--- config.mk ---
export PLATFORM = sky130hd
export DESIGN_NAME = mmio_uart_tx
export DESIGN_NICKNAME = d
export VERILOG_FILES = /design/src/rtl/mmio_uart_tx.sv
export SDC_FILE = /design/constraint.sdc
export NUM_CORES = 1
export LEC_CHECK = 0
export ABC_AREA = 1
export CAP_MARGIN = 20
export CELL_PAD_IN_SITES_DETAIL_PLACEMENT = 1
export CELL_PAD_IN_SITES_GLOBAL_PLACEMENT = 1
export CORE_MARGIN = 5
export CORE_UTILIZATION = 38
export DETAILED_ROUTE_END_ITERATION = 16
export PLACE_DENSITY_LB_ADDON = 0.1
export SYNTH_ARGS = -nofsm -noshare
export SYNTH_HDL_FRONTEND = slang
export SYNTH_SLANG_ARGS = --single-unit
--- constraint.sdc ---
create_clock -name clk -period 4.1 [get_ports clk]
set_clock_uncertainty 0.1 [all_clocks]
set_input_delay 0.615 -clock clk [delete_from_list [all_inputs] [get_ports clk]]
set_output_delay 0.615 -clock clk [all_outputs]
set_load 0.1 [all_outputs]
--- src/rtl/mmio_uart_tx.sv ---
// mmio_uart_tx: memory-mapped 8N1 UART transmitter with a small TX FIFO.
// Registers (word offsets in a 16-byte window): TXDATA, STATUS, CTRL, reserved.
module mmio_uart_tx #(
    parameter int               WIDTH        = 32,
    parameter logic [WIDTH-1:0] BASE_ADDR    = 32'h1000_0000,
    parameter int               CLKS_PER_BIT = 16,
    parameter int               FIFO_DEPTH   = 8
) (
    input  logic             clk,
    input  logic             reset,
    input  logic [WIDTH-1:0] addr_in,
    input  logic [WIDTH-1:0] data_in,
    input  logic [3:0]       byteen,
    input  logic             mem_read,
    input  logic             mem_write,
    output logic [WIDTH-1:0] data_out,
    output logic             tx,
    output logic             irq
);

    localparam int AW = $clog2(FIFO_DEPTH);
    localparam int BW = (CLKS_PER_BIT > 2) ? $clog2(CLKS_PER_BIT) : 1;
    localparam logic [BW-1:0] BAUD_LOAD = BW'(CLKS_PER_BIT - 1);
    localparam logic [BW-1:0] BAUD_ONE  = BW'(1);
    localparam logic [AW:0]   PTR_ONE   = (AW+1)'(1);
    localparam logic [AW:0]   CNT_FULL  = (AW+1)'(FIFO_DEPTH);

    typedef enum logic [1:0] {IDLE, START, DATA, STOP} state_t;

    state_t           state_q, state_d;
    logic [7:0]       shreg_q, shreg_d;
    logic [BW-1:0]    baud_q, baud_d;
    logic [2:0]       bit_idx_q, bit_idx_d;
    logic             tx_q, tx_d;
    logic [7:0]       mem_q [FIFO_DEPTH];
    logic [7:0]       mem_d [FIFO_DEPTH];
    logic [AW:0]      wr_ptr_q, wr_ptr_d;
    logic [AW:0]      rd_ptr_q, rd_ptr_d;
    logic             overflow_q, overflow_d;
    logic             enable_q, enable_d;
    logic             irq_en_q, irq_en_d;
    logic             irq_q, irq_d;
    logic [WIDTH-1:0] data_out_q, data_out_d;

    logic             sel;
    logic [1:0]       offset;
    logic [AW:0]      count;
    logic             full, empty, busy;
    logic             push, pop, wr_ctrl, rd_status;
    logic [7:0]       head;
    logic [WIDTH-1:0] status_word;
    logic [WIDTH-1:0] ctrl_word;
    logic             unused_bits;

    assign sel         = (addr_in[WIDTH-1:4] == BASE_ADDR[WIDTH-1:4]);
    assign offset      = addr_in[3:2];
    assign count       = wr_ptr_q - rd_ptr_q;
    assign full        = (count == CNT_FULL);
    assign empty       = (count == '0);
    assign busy        = (state_q != IDLE);
    assign head        = mem_q[rd_ptr_q[AW-1:0]];
    assign unused_bits = ^{addr_in[1:0], byteen[3:1], data_in[WIDTH-1:8], BASE_ADDR[3:0]};

    assign data_out = data_out_q;
    assign tx       = tx_q;
    assign irq      = irq_q;

    // Bus decode, register writes and registered read data
    always_comb begin
        push      = sel & mem_write & (offset == 2'd0) & byteen[0];
        wr_ctrl   = sel & mem_write & (offset == 2'd2) & byteen[0];
        rd_status = sel & mem_read  & (offset == 2'd1);

        status_word      = '0;
        status_word[0]   = full;
        status_word[1]   = empty;
        status_word[2]   = busy;
        status_word[3]   = overflow_q;
        status_word[8:4] = 5'(count);

        ctrl_word    = '0;
        ctrl_word[0] = enable_q;
        ctrl_word[1] = irq_en_q;

        enable_d = enable_q;
        irq_en_d = irq_en_q;
        if (wr_ctrl) begin
            enable_d = data_in[0];
            irq_en_d = data_in[1];
        end

        data_out_d = data_out_q;
        if (sel && mem_read) begin
            case (offset)
                2'd1:    data_out_d = status_word;
                2'd2:    data_out_d = ctrl_word;
                default: data_out_d = '0;
            endcase
        end

        // A dropped push on the same edge as a STATUS read leaves overflow set.
        overflow_d = overflow_q;
        if (rd_status)     overflow_d = 1'b0;
        if (push && full)  overflow_d = 1'b1;

        irq_d = irq_en_q & empty & ~busy;
    end

    // FIFO storage and pointer update; pop always wins, push needs pre-edge room
    always_comb begin
        mem_d    = mem_q;
        wr_ptr_d = wr_ptr_q;
        rd_ptr_d = rd_ptr_q;
        if (push && !full) begin
            mem_d[wr_ptr_q[AW-1:0]] = data_in[7:0];
            wr_ptr_d = wr_ptr_q + PTR_ONE;
        end
        if (pop) begin
            rd_ptr_d = rd_ptr_q + PTR_ONE;
        end
    end

    // Transmit FSM next-state, shifter, baud counter and registered tx level
    always_comb begin
        state_d   = state_q;
        shreg_d   = shreg_q;
        baud_d    = baud_q;
        bit_idx_d = bit_idx_q;
        tx_d      = tx_q;
        pop       = 1'b0;
        case (state_q)
            IDLE: begin
                tx_d = 1'b1;
                if (enable_q && !empty) begin
                    pop     = 1'b1;
                    shreg_d = head;
                    baud_d  = BAUD_LOAD;
                    state_d = START;
                    tx_d    = 1'b0;
                end
            end
            START: begin
                if (baud_q == '0) begin
                    state_d   = DATA;
                    baud_d    = BAUD_LOAD;
                    bit_idx_d = '0;
                    tx_d      = shreg_q[0];
                end else begin
                    baud_d = baud_q - BAUD_ONE;
                end
            end
            DATA: begin
                if (baud_q == '0) begin
                    baud_d = BAUD_LOAD;
                    if (bit_idx_q == 3'd7) begin
                        state_d = STOP;
                        tx_d    = 1'b1;
                    end else begin
                        bit_idx_d = bit_idx_q + 3'd1;
                        shreg_d   = shreg_q >> 1;
                        tx_d      = shreg_q[1];
                    end
                end else begin
                    baud_d = baud_q - BAUD_ONE;
                end
            end
            STOP: begin
                if (baud_q == '0) begin
                    if (enable_q && !empty) begin
                        pop     = 1'b1;
                        shreg_d = head;
                        baud_d  = BAUD_LOAD;
                        state_d = START;
                        tx_d    = 1'b0;
                    end else begin
                        state_d = IDLE;
                        tx_d    = 1'b1;
                    end
                end else begin
                    baud_d = baud_q - BAUD_ONE;
                end
            end
        endcase
    end

    // FIFO data array, not reset: contents are only meaningful between the pointers
    always_ff @(posedge clk) begin
        mem_q <= mem_d;
    end

    // Control/status and FSM registers with synchronous reset
    always_ff @(posedge clk) begin
        if (reset) begin
            state_q    <= IDLE;
            shreg_q    <= '0;
            baud_q     <= '0;
            bit_idx_q  <= '0;
            tx_q       <= 1'b1;
            wr_ptr_q   <= '0;
            rd_ptr_q   <= '0;
            overflow_q <= 1'b0;
            enable_q   <= 1'b1;
            irq_en_q   <= 1'b0;
            irq_q      <= 1'b0;
            data_out_q <= '0;
        end else begin
            state_q    <= state_d;
            shreg_q    <= shreg_d;
            baud_q     <= baud_d;
            bit_idx_q  <= bit_idx_d;
            tx_q       <= tx_d;
            wr_ptr_q   <= wr_ptr_d;
            rd_ptr_q   <= rd_ptr_d;
            overflow_q <= overflow_d;
            enable_q   <= enable_d;
            irq_en_q   <= irq_en_d;
            irq_q      <= irq_d;
            data_out_q <= data_out_d;
        end
    end

endmodule

==> impl_metrics.ini, run 1 <==
[global_route]
antenna_found_initial = 0
met1_usage = 0.234
grtUsageTotal = 0.177
grt_use_met3 = 0.0341
first_global_vias = 4184
grt_max_degree = 37
grt_pass1_wl_um = 20800
gr-usage-met2 = 0.288
grt.busiest_layer = met2
grt.overflow.total = 0

[worst_setup_path]
crit_chain = buf_4, clkinv_1, ha_1, a21oi_1, nand2_1, nand2_1, nand2_1, nand2_2, inv_1, nor2_4, nand2_2, nor3_1, buf_4
critPathBufInv = 4
cpMostUsedCell = nand2_1
crit_family = simple AND/OR/NAND/NOR gates
endpoint_kind = flop
worst_setup_path_start_kind = flop
required_ns = 4.07
worstPathMaxFanout = 11
max_stage_delay_ns = 0.34
arrival_ns = 2.82
crit_slowest_cell = ha_1
crit_type = flop to flop

[routing]
vias = 3940
vias_per_cell = 5.04
drt-pass1-iter-count = 4
wl_um = 12700
ant_nets = 0
drc = 0
drt-wirelength-per-cell_um = 16.2
drt-initial-drc-count = 216

[final_layout]
nNetsFinal = 694
area.growth.synth_to_final_pct = 20.4
instances_no_fill = 782
final_util = 0.470
drive_above_1_share = 0.0787
fin_area_um2 = 5950
num_antenna_cells = 0

[yosys]
synthCells = 545
synthTopCellsByArea = edfxtp_1 (39%), dfxtp_1 (15%), nand2_1 (7.9%), nor2_1 (5.8%), ha_1 (4.0%)
yosys_warnings = 0
ys_types = 39
ys_seq_area_frac = 0.543
ys_ff_latch = 102
synth_area_um2 = 4940
syn_avg_cell_area_um2 = 9.07
synth_top_area_cell = edfxtp_1
yosys.area.top_type_share = 0.389

[sta]
fin_ws_ns = 1.25
rsz0062_at_grt = no
tns_ns = 0
hold_ws_ns = 0.368
worstMarginPinSlew_ns = 0.978
fin_crit_sh = 0.696
hold_viol = 0
setup_viol = 0
fmax_mhz = 350
drv_slew = 0
relSlewSlack = 0.346
period_needed_ns = 2.85

[cts]
clk_pin_slew_ns = 0.07
cts_tree = built
ctsHtreeMaxLevel = 3
cts-resized-gates = 0
clk_path_buf_depth = 2
numClockSinks = 102
cts_root_buf = clkbuf_16
cts_setup_buffers = 0
numCtsBuffers = 9
cts_hold_buffers = 0
clk_latency_ns = 0.35

[placed_design]
placed_area_um2 = 5610
port_buffers = 52
dp.cells = 765
routabilityCongestion = 0.775
post-dp-hpwl_um = 8530
preCtsSetupSlack_ns = 1.10

[pwr]
vdd_ir_drop_max_uv = 191
p_total_mw = 3.36
power.density_nw_per_um2 = 565
p_leak_nw = 2.31

[floorplanning]
ios = 106
die_y_um = 124
fp.dieW_um = 124
num_rows = 41
die_area_um2 = 15400
initial_core_util = 0.390
core_area_um2 = 12700

[min_path]
min_path_type = flop to flop

[run]
maxCapViolations = 0

[status]
status = finished clean
-- cells in the final DEF (no fill, tap or decap), drive strengths merged --
| cell | instances |
|---|---|
| fa | 1 |
| nor2 | 82 |
| nand3 | 33 |
| nor4 | 1 |
| nand3b | 1 |
| ha | 16 |
| clkbuf | 11 |
| a21oi | 35 |
| bufinv | 1 |
| o31ai | 1 |
| clkdlybuf4s50 | 52 |
| o211ai | 2 |
| o221ai | 2 |
| buf | 16 |
| clkinv | 2 |
| dfxtp | 38 |
| nand4 | 4 |
| o21ai | 44 |
| nor3 | 8 |
| a211oi | 1 |
| nand2 | 109 |
| conb | 24 |
| xor2 | 4 |
| inv | 43 |
| o22ai | 13 |
| or2 | 1 |
| edfxtp | 64 |
| a221oi | 1 |
-- per-layer routing --
layer,up-vias,share of wire
met4,0,0.018
met3,17,0.048
met1,1912,0.47
met2,98,0.46
met5,-,0
li1,1913,-
-- Yosys cell counts (all sizes together) --
library cell and number:
a221oi 1, or2 1, o31ai 1, nand4 4, nand3b 1, clkinv 1, nor3 8, a21oi 35
o21ai 44, o22ai 13, ha 16, o211ai 2, nor2 82, edfxtp 64, xor2 4, nand2 109
conb 1, o221ai 2, dfxtp 38, clkbuf 7, nand3 33, buf 35, nor4 1, inv 40
fa 1, a211oi 1
-- cells by family (layout without fill, tap and decap cells) --
kind of cell,Yosys count,count (layout),synth area share
and+or+nand+nor,239,239,0.209
DFF,102,102,0.543
AOI/OAI and AO/OA,99,99,0.110
buffers and inverters,83,125,0.0861
adders and majority gates,17,17,0.0445
xor gates and xnor gates,4,4,0.00709
other,1,24,0.000759
-- path summary, 6_finish.rpt --
path                     from     endpoint  slack, ns  depth (start not counted)
setup / recovery  rd_ptr_q[2]    mem_q[31]       1.25                         13
hold / removal    data_out[3]  data_out[3]       0.37                          2
hold reg to reg   data_out[3]  data_out[3]       0.37                          2
setup reg to reg  rd_ptr_q[2]    mem_q[31]       1.25                         13
-- sequential cells by signal (all words and copies together) (netlist names) --
signal,flops
baud_q,4
overflow_q,1
data_out,8
enable_q,1
wr_ptr_q,4
tx,1
irq,1
irq_en_q,1
mem_q,64
bit_idx_q,3
shreg_q,8
state_q,2
rd_ptr_q,4
-- worst min-delay path, cell delays in order, from the launching register on --
cell	delay, ns
dfxtp_1	0.31
nand2_1	0.06
a21oi_1	0.05
-- power breakdown --
group,switching [mW],total [mW],internal [mW]
combinational,0.852,1.24,0.391
sequential,0.0382,1.19,1.16
clock,0.406,0.925,0.519
-- area by class of cell --
| class | instances | area (µm²) |
|---|---|---|
| clock buffer | 11 | 254 |
| inverter | 41 | 154 |
| tap | 172 | 215 |
| multi-input combinational | 383 | 1920 |
| clock inverter | 5 | 63.8 |
| fill | 1481 | 6720 |
| timing repair buffer | 68 | 661 |
| sequential | 102 | 2680 |
Note: power is estimated with default switching activity, not from simulation.
==> run 2, diff against run 1 <==
Clock period 4.1 ns to 2.8 ns, I/O delays scaled along.
==> run 2 against run 1 <==
  * Design area increased by 1.8%
  * Sequential power increased by 47%
  * Sequential share of layout area decreased by 0.78 points
  * Non-clock buffer count increased by 16
==> impl_metrics.ini, run 2 (synthesis results as in run 1) <==
[final_layout]
regMostFlops = mem_q
area.growth.synth_to_final_pct = 22.5
drive_above_1_share = 0.126
final_common_cell = nand2_1
num_antenna_cells = 0
layout_common_cells = nand2_1 (104), nor2_1 (73), edfxtp_1 (64), clkdlybuf4s50_1 (42), buf_4 (40)
nNetsFinal = 710
largest_reg_flops = 64

[cts]
cts_tree = built
numCtsBuffers = 9
clk_pin_slew_ns = 0.07
cts_hold_buffers = 0
cts_root_buf = clkbuf_16
clk_path_buf_depth = 2
clk_latency_ns = 0.35
ctsHtreeMaxLevel = 3
numClockSinks = 102

[floorplanning]
die_area_um2 = 15400
die_y_um = 124
ios = 106
core_area_um2 = 12700
fp.dieW_um = 124
initial_core_util = 0.390
num_rows = 41

[routing]
vias_per_cell = 4.98
wl_um = 12200
drt-pass1-iter-count = 4
drt-initial-drc-count = 172
vias = 3972
drc = 0
drt-wirelength-per-cell_um = 15.3
ant_nets = 0

[global_route]
first_global_vias = 4269
antenna_found_initial = 0
grt_max_degree = 37
grt_pass1_wl_um = 20100
grtUsageTotal = 0.170
grt.overflow.total = 0

[pwr]
vdd_ir_drop_max_uv = 331
p_leak_nw = 2.39
power.density_nw_per_um2 = 802
p_total_mw = 4.86

[min_path]
min_from = bit_idx_q[0]
min_path_type = flop to flop

[run]
maxCapViolations = 0

[worst_setup_path]
max_stage_delay_ns = 0.50
crit_slowest_cell = fa_1
worst_setup_path_start_kind = flop
endpoint_kind = flop
crit_chain = inv_1, ha_1, inv_1, fa_1, or2_0, nor2_2, nand2_2, inv_1, nor2_4, nand2_2, nor2_2
worstPathMaxFanout = 8
required_ns = 2.69
crit_start = wr_ptr_q[0]
arrival_ns = 2.55
crit_family = simple AND/OR/NAND/NOR gates
critPathBufInv = 3
r2r_start = wr_ptr_q[0]
crit_type = flop to flop
cpMostUsedCell = inv_1

[sta]
fmax_mhz = 376
rsz0062_at_grt = yes
hold_viol = 0
period_needed_ns = 2.66
fin_crit_sh = 0.950
relSlewSlack = 0.600
worstMarginPinSlew_ns = 0.599
setup_viol = 0
drv_slew = 0
tns_ns = 0

[placed_design]
port_buffers = 52
routabilityCongestion = 0.758
post-dp-hpwl_um = 8740

[status]
status = finished clean
-- run 2: final cells by class --
cell class | count | area [µm²]
Timing Repair Buffer | 84 | 761
Multi-Input combinational cell | 383 | 1960
Sequential cell | 102 | 2680
Tap cell | 172 | 215
Inverter | 41 | 154
Fill cell | 1487 | 6610
Clock inverter | 5 | 45.0
Clock buffer | 11 | 243
-- run 2: worst paths after layout --
kind / slack, ns / endpoint / depth (start not counted)
max: 0.14 / mem_q[1] / 11
min: 0.37 / bit_idx_q[0] / 1
max reg2reg: 0.14 / mem_q[1] / 11
min reg2reg: 0.37 / bit_idx_q[0] / 1
-- run 2: timing repair --
item,CTS,global route
resized for setup,2,5
setup buffers,0,2
pin swaps,0,2
setup endpoints to repair,32,54
-- run 2: routing by layer --
metal / GRT usage / vias up / share of wire
met5: 0 / - / 0
met4: 0.0609 / 0 / 0.018
met3: 0.0341 / 15 / 0.037
met2: 0.306 / 81 / 0.50
met1: 0.202 / 1927 / 0.45
li1: - / 1949 / -
-- run 2: per-stage QoR --
stage           util  hold slack (ns)  setup WS [ns]  instance area (µm²)  std cells
2_1_floorplan      -            0.328        -0.0957                 5030        568
3_3_place_gp   0.450            0.354         -0.201                 5700        780
3_5_place_dp   0.450            0.356         -0.248                 5700        780
4_1_cts        0.473            0.371         -0.197                 6000        796
5_1_grt        0.478            0.387        -0.0304                 6060        798
6_report       0.478            0.373          0.141                 6060        798
-- run 2: power by group --
part / switching, mW / internal, mW / total, mW
logic: 1.26 / 0.620 / 1.88
clock network: 0.581 / 0.644 / 1.22
registers: 0.0591 / 1.69 / 1.75
total: 1.90 / 2.96 / 4.86
==> run 3, diff against run 2 <==
Settings changed: CORE_UTILIZATION 38 to 35.
Clock period 2.8 ns to 2.3 ns, I/O delays scaled along.
==> run 3 against run 2 <==
  * The run now ends with negative setup slack left
  * Combinational power rose by 60%
  * Die area rose by 7.9%
  * Register-to-register slack got worse by 0.22 ns
  * Hold slack got worse by 0.013 ns
  * Setup slack got worse by 0.22 ns
  * Utilization fell by 0.53 points
  * Wire length rose by 4.4%
  * Clock power rose by 32%
==> impl_metrics.ini, run 3 (synthesis results as in run 1) <==
[status]
status = finished with violations
violations = negative setup slack

[routing]
vias_per_cell = 4.83
drt-pass1-iter-count = 4
ant_nets = 0
vias = 3985
drt-initial-drc-count = 153
drc = 0
drt-wirelength-per-cell_um = 15.5
wl_um = 12800

[worst_setup_path]
crit_family = adder cells
endpoint_kind = flop
required_ns = 2.46
crit_slowest_cell = fa_1
crit_end = shreg_q[4]
worstPathMaxFanout = 7
r2r_slack_ns = -0.08
cpMostUsedCell = inv_2
crit_type = flop to flop
crit_start = wr_ptr_q[0]
timing.rr.end = shreg_q[4]
reg2regPathDepth = 14
crit_chain = inv_2, ha_4, inv_2, fa_1, or2_0, nor2_2, buf_4, nand3_4, nand2_4, a21oi_4, clkbuf_16, nand2_2, nand2_1, nor2_1
crit_cells = 14
arrival_ns = 2.54
critPathBufInv = 4
worst_setup_path_start_kind = flop
max_stage_delay_ns = 0.53
r2r_start = wr_ptr_q[0]

[global_route]
first_global_vias = 4156
grt.overflow.total = 0
grt_pass1_wl_um = 20500
grtUsageTotal = 0.159
grt_max_degree = 37
antenna_found_initial = 0

[placed_design]
port_buffers = 52
placed_area_um2 = 5980
post-dp-hpwl_um = 8880
routabilityCongestion = 0.742
preCtsSetupSlack_ns = -0.276
dp.cells = 797

[final_layout]
area.growth.synth_to_final_pct = 32.7
final_util = 0.473
instances_no_fill = 825
layout_common_cells = nand2_1 (89), nor2_1 (72), edfxtp_1 (64), buf_4 (46), clkdlybuf4s50_1 (42)
nNetsFinal = 729
drive_above_1_share = 0.220
multiInputGateArea_um2 = 2140
fin_area_um2 = 6560
regMostFlops = mem_q
largest_reg_flops = 64
seq_area_um2 = 2690
fillers = 1584
final_common_cell = nand2_1
num_antenna_cells = 0

[run]
maxCapViolations = 0

[floorplanning]
initial_core_util = 0.356
die_y_um = 129
ios = 106
core_area_um2 = 13900
die_area_um2 = 16600
fp.dieW_um = 129
num_rows = 43

[pwr]
vdd_ir_drop_max_uv = 413
switching_share = 0.384
p_int_mw = 4.16
p_total_mw = 6.75
pwr-share-seq = 0.316
power.density_nw_per_um2 = 1030
clockPowerShare = 0.239
p_leak_nw = 2.56
net-switching-power_mw = 2.59
power_frac_comb = 0.445

[sta]
drv_slew = 0
worstMarginPinSlew_ns = 0.700
period_needed_ns = 2.38
fmax_mhz = 420
fin_ws_ns = -0.0835
tns_ns = -3.88
rsz0062_at_grt = yes
setup_viol = 75
hold_viol = 0
fin_crit_sh = 1.04
hold_ws_ns = 0.361
relSlewSlack = 0.533

[cts]
cts_tree = built
cts_hold_buffers = 0
clk_pin_slew_ns = 0.08
clk_latency_ns = 0.35
ctsHtreeMaxLevel = 3
numClockSinks = 102
cts_root_buf = clkbuf_16
clk_path_buf_depth = 2
numCtsBuffers = 9

[min_path]
min_path_type = flop to flop
run 3: final cells by class:
type | instances | share of cell area
clock buffers | 10 | 0.0364
clock inverters | 6 | 0.0116
inverters | 41 | 0.0240
multi-input cells | 383 | 0.326
flip-flops and latches | 102 | 0.410
well taps | 180 | 0.0343
repair buffers | 103 | 0.158
run 3: worst register-to-register path, stage by stage, from the launching register on:
cell,delay (ns)
dfxtp_2,0.32
inv_2,0.07
ha_4,0.12
inv_2,0.04
fa_1,0.53
or2_0,0.14
nor2_2,0.06
buf_4,0.14
nand3_4,0.08
nand2_4,0.08
a21oi_4,0.26
clkbuf_16,0.21
nand2_2,0.05
nand2_1,0.06
nor2_1,0.04
run 3: repair_timing:
item                                    in CTS  in global routing
endpoints found under the setup margin      82                 85
resized for setup                           11                 35
cloned                                       0                  1
setup buffers                                7                  5
pin swaps                                    5                  9
run 3: routing by layer:
layer / GRT usage / part of all wire / routed length [µm] / vias to the layer above
met2: 0.264 / 0.47 / 5980 / 78
met5: 0 / 0 / 0 / -
met4: 0.0482 / 0.014 / 173 / 0
met1: 0.209 / 0.47 / 6060 / 1906
met3: 0.0345 / 0.044 / 568 / 11
li1: - / - / - / 1990
run 3: worst min-delay path by stage:
stage                             from           end  cells past startpoint
final                       overflow_q   data_out[3]                      2
after global routing       data_out[1]   data_out[1]                      2
after CTS                   overflow_q   data_out[3]                      2
after detailed placement    overflow_q   data_out[3]                      2
after global placement    bit_idx_q[0]  bit_idx_q[0]                      1
after floorplan                  reset           irq                      1
run 3: power by group through the flow:
stage	sequential [mW]	combinational [mW]	clock [mW]
2_1_floorplan	2.21	1.71	0
3_3_place_gp	2.17	2.40	0
3_5_place_dp	2.18	2.46	0
4_1_cts	2.14	2.55	1.65
5_1_grt	2.15	3.32	1.73
6_report	2.14	3.00	1.61
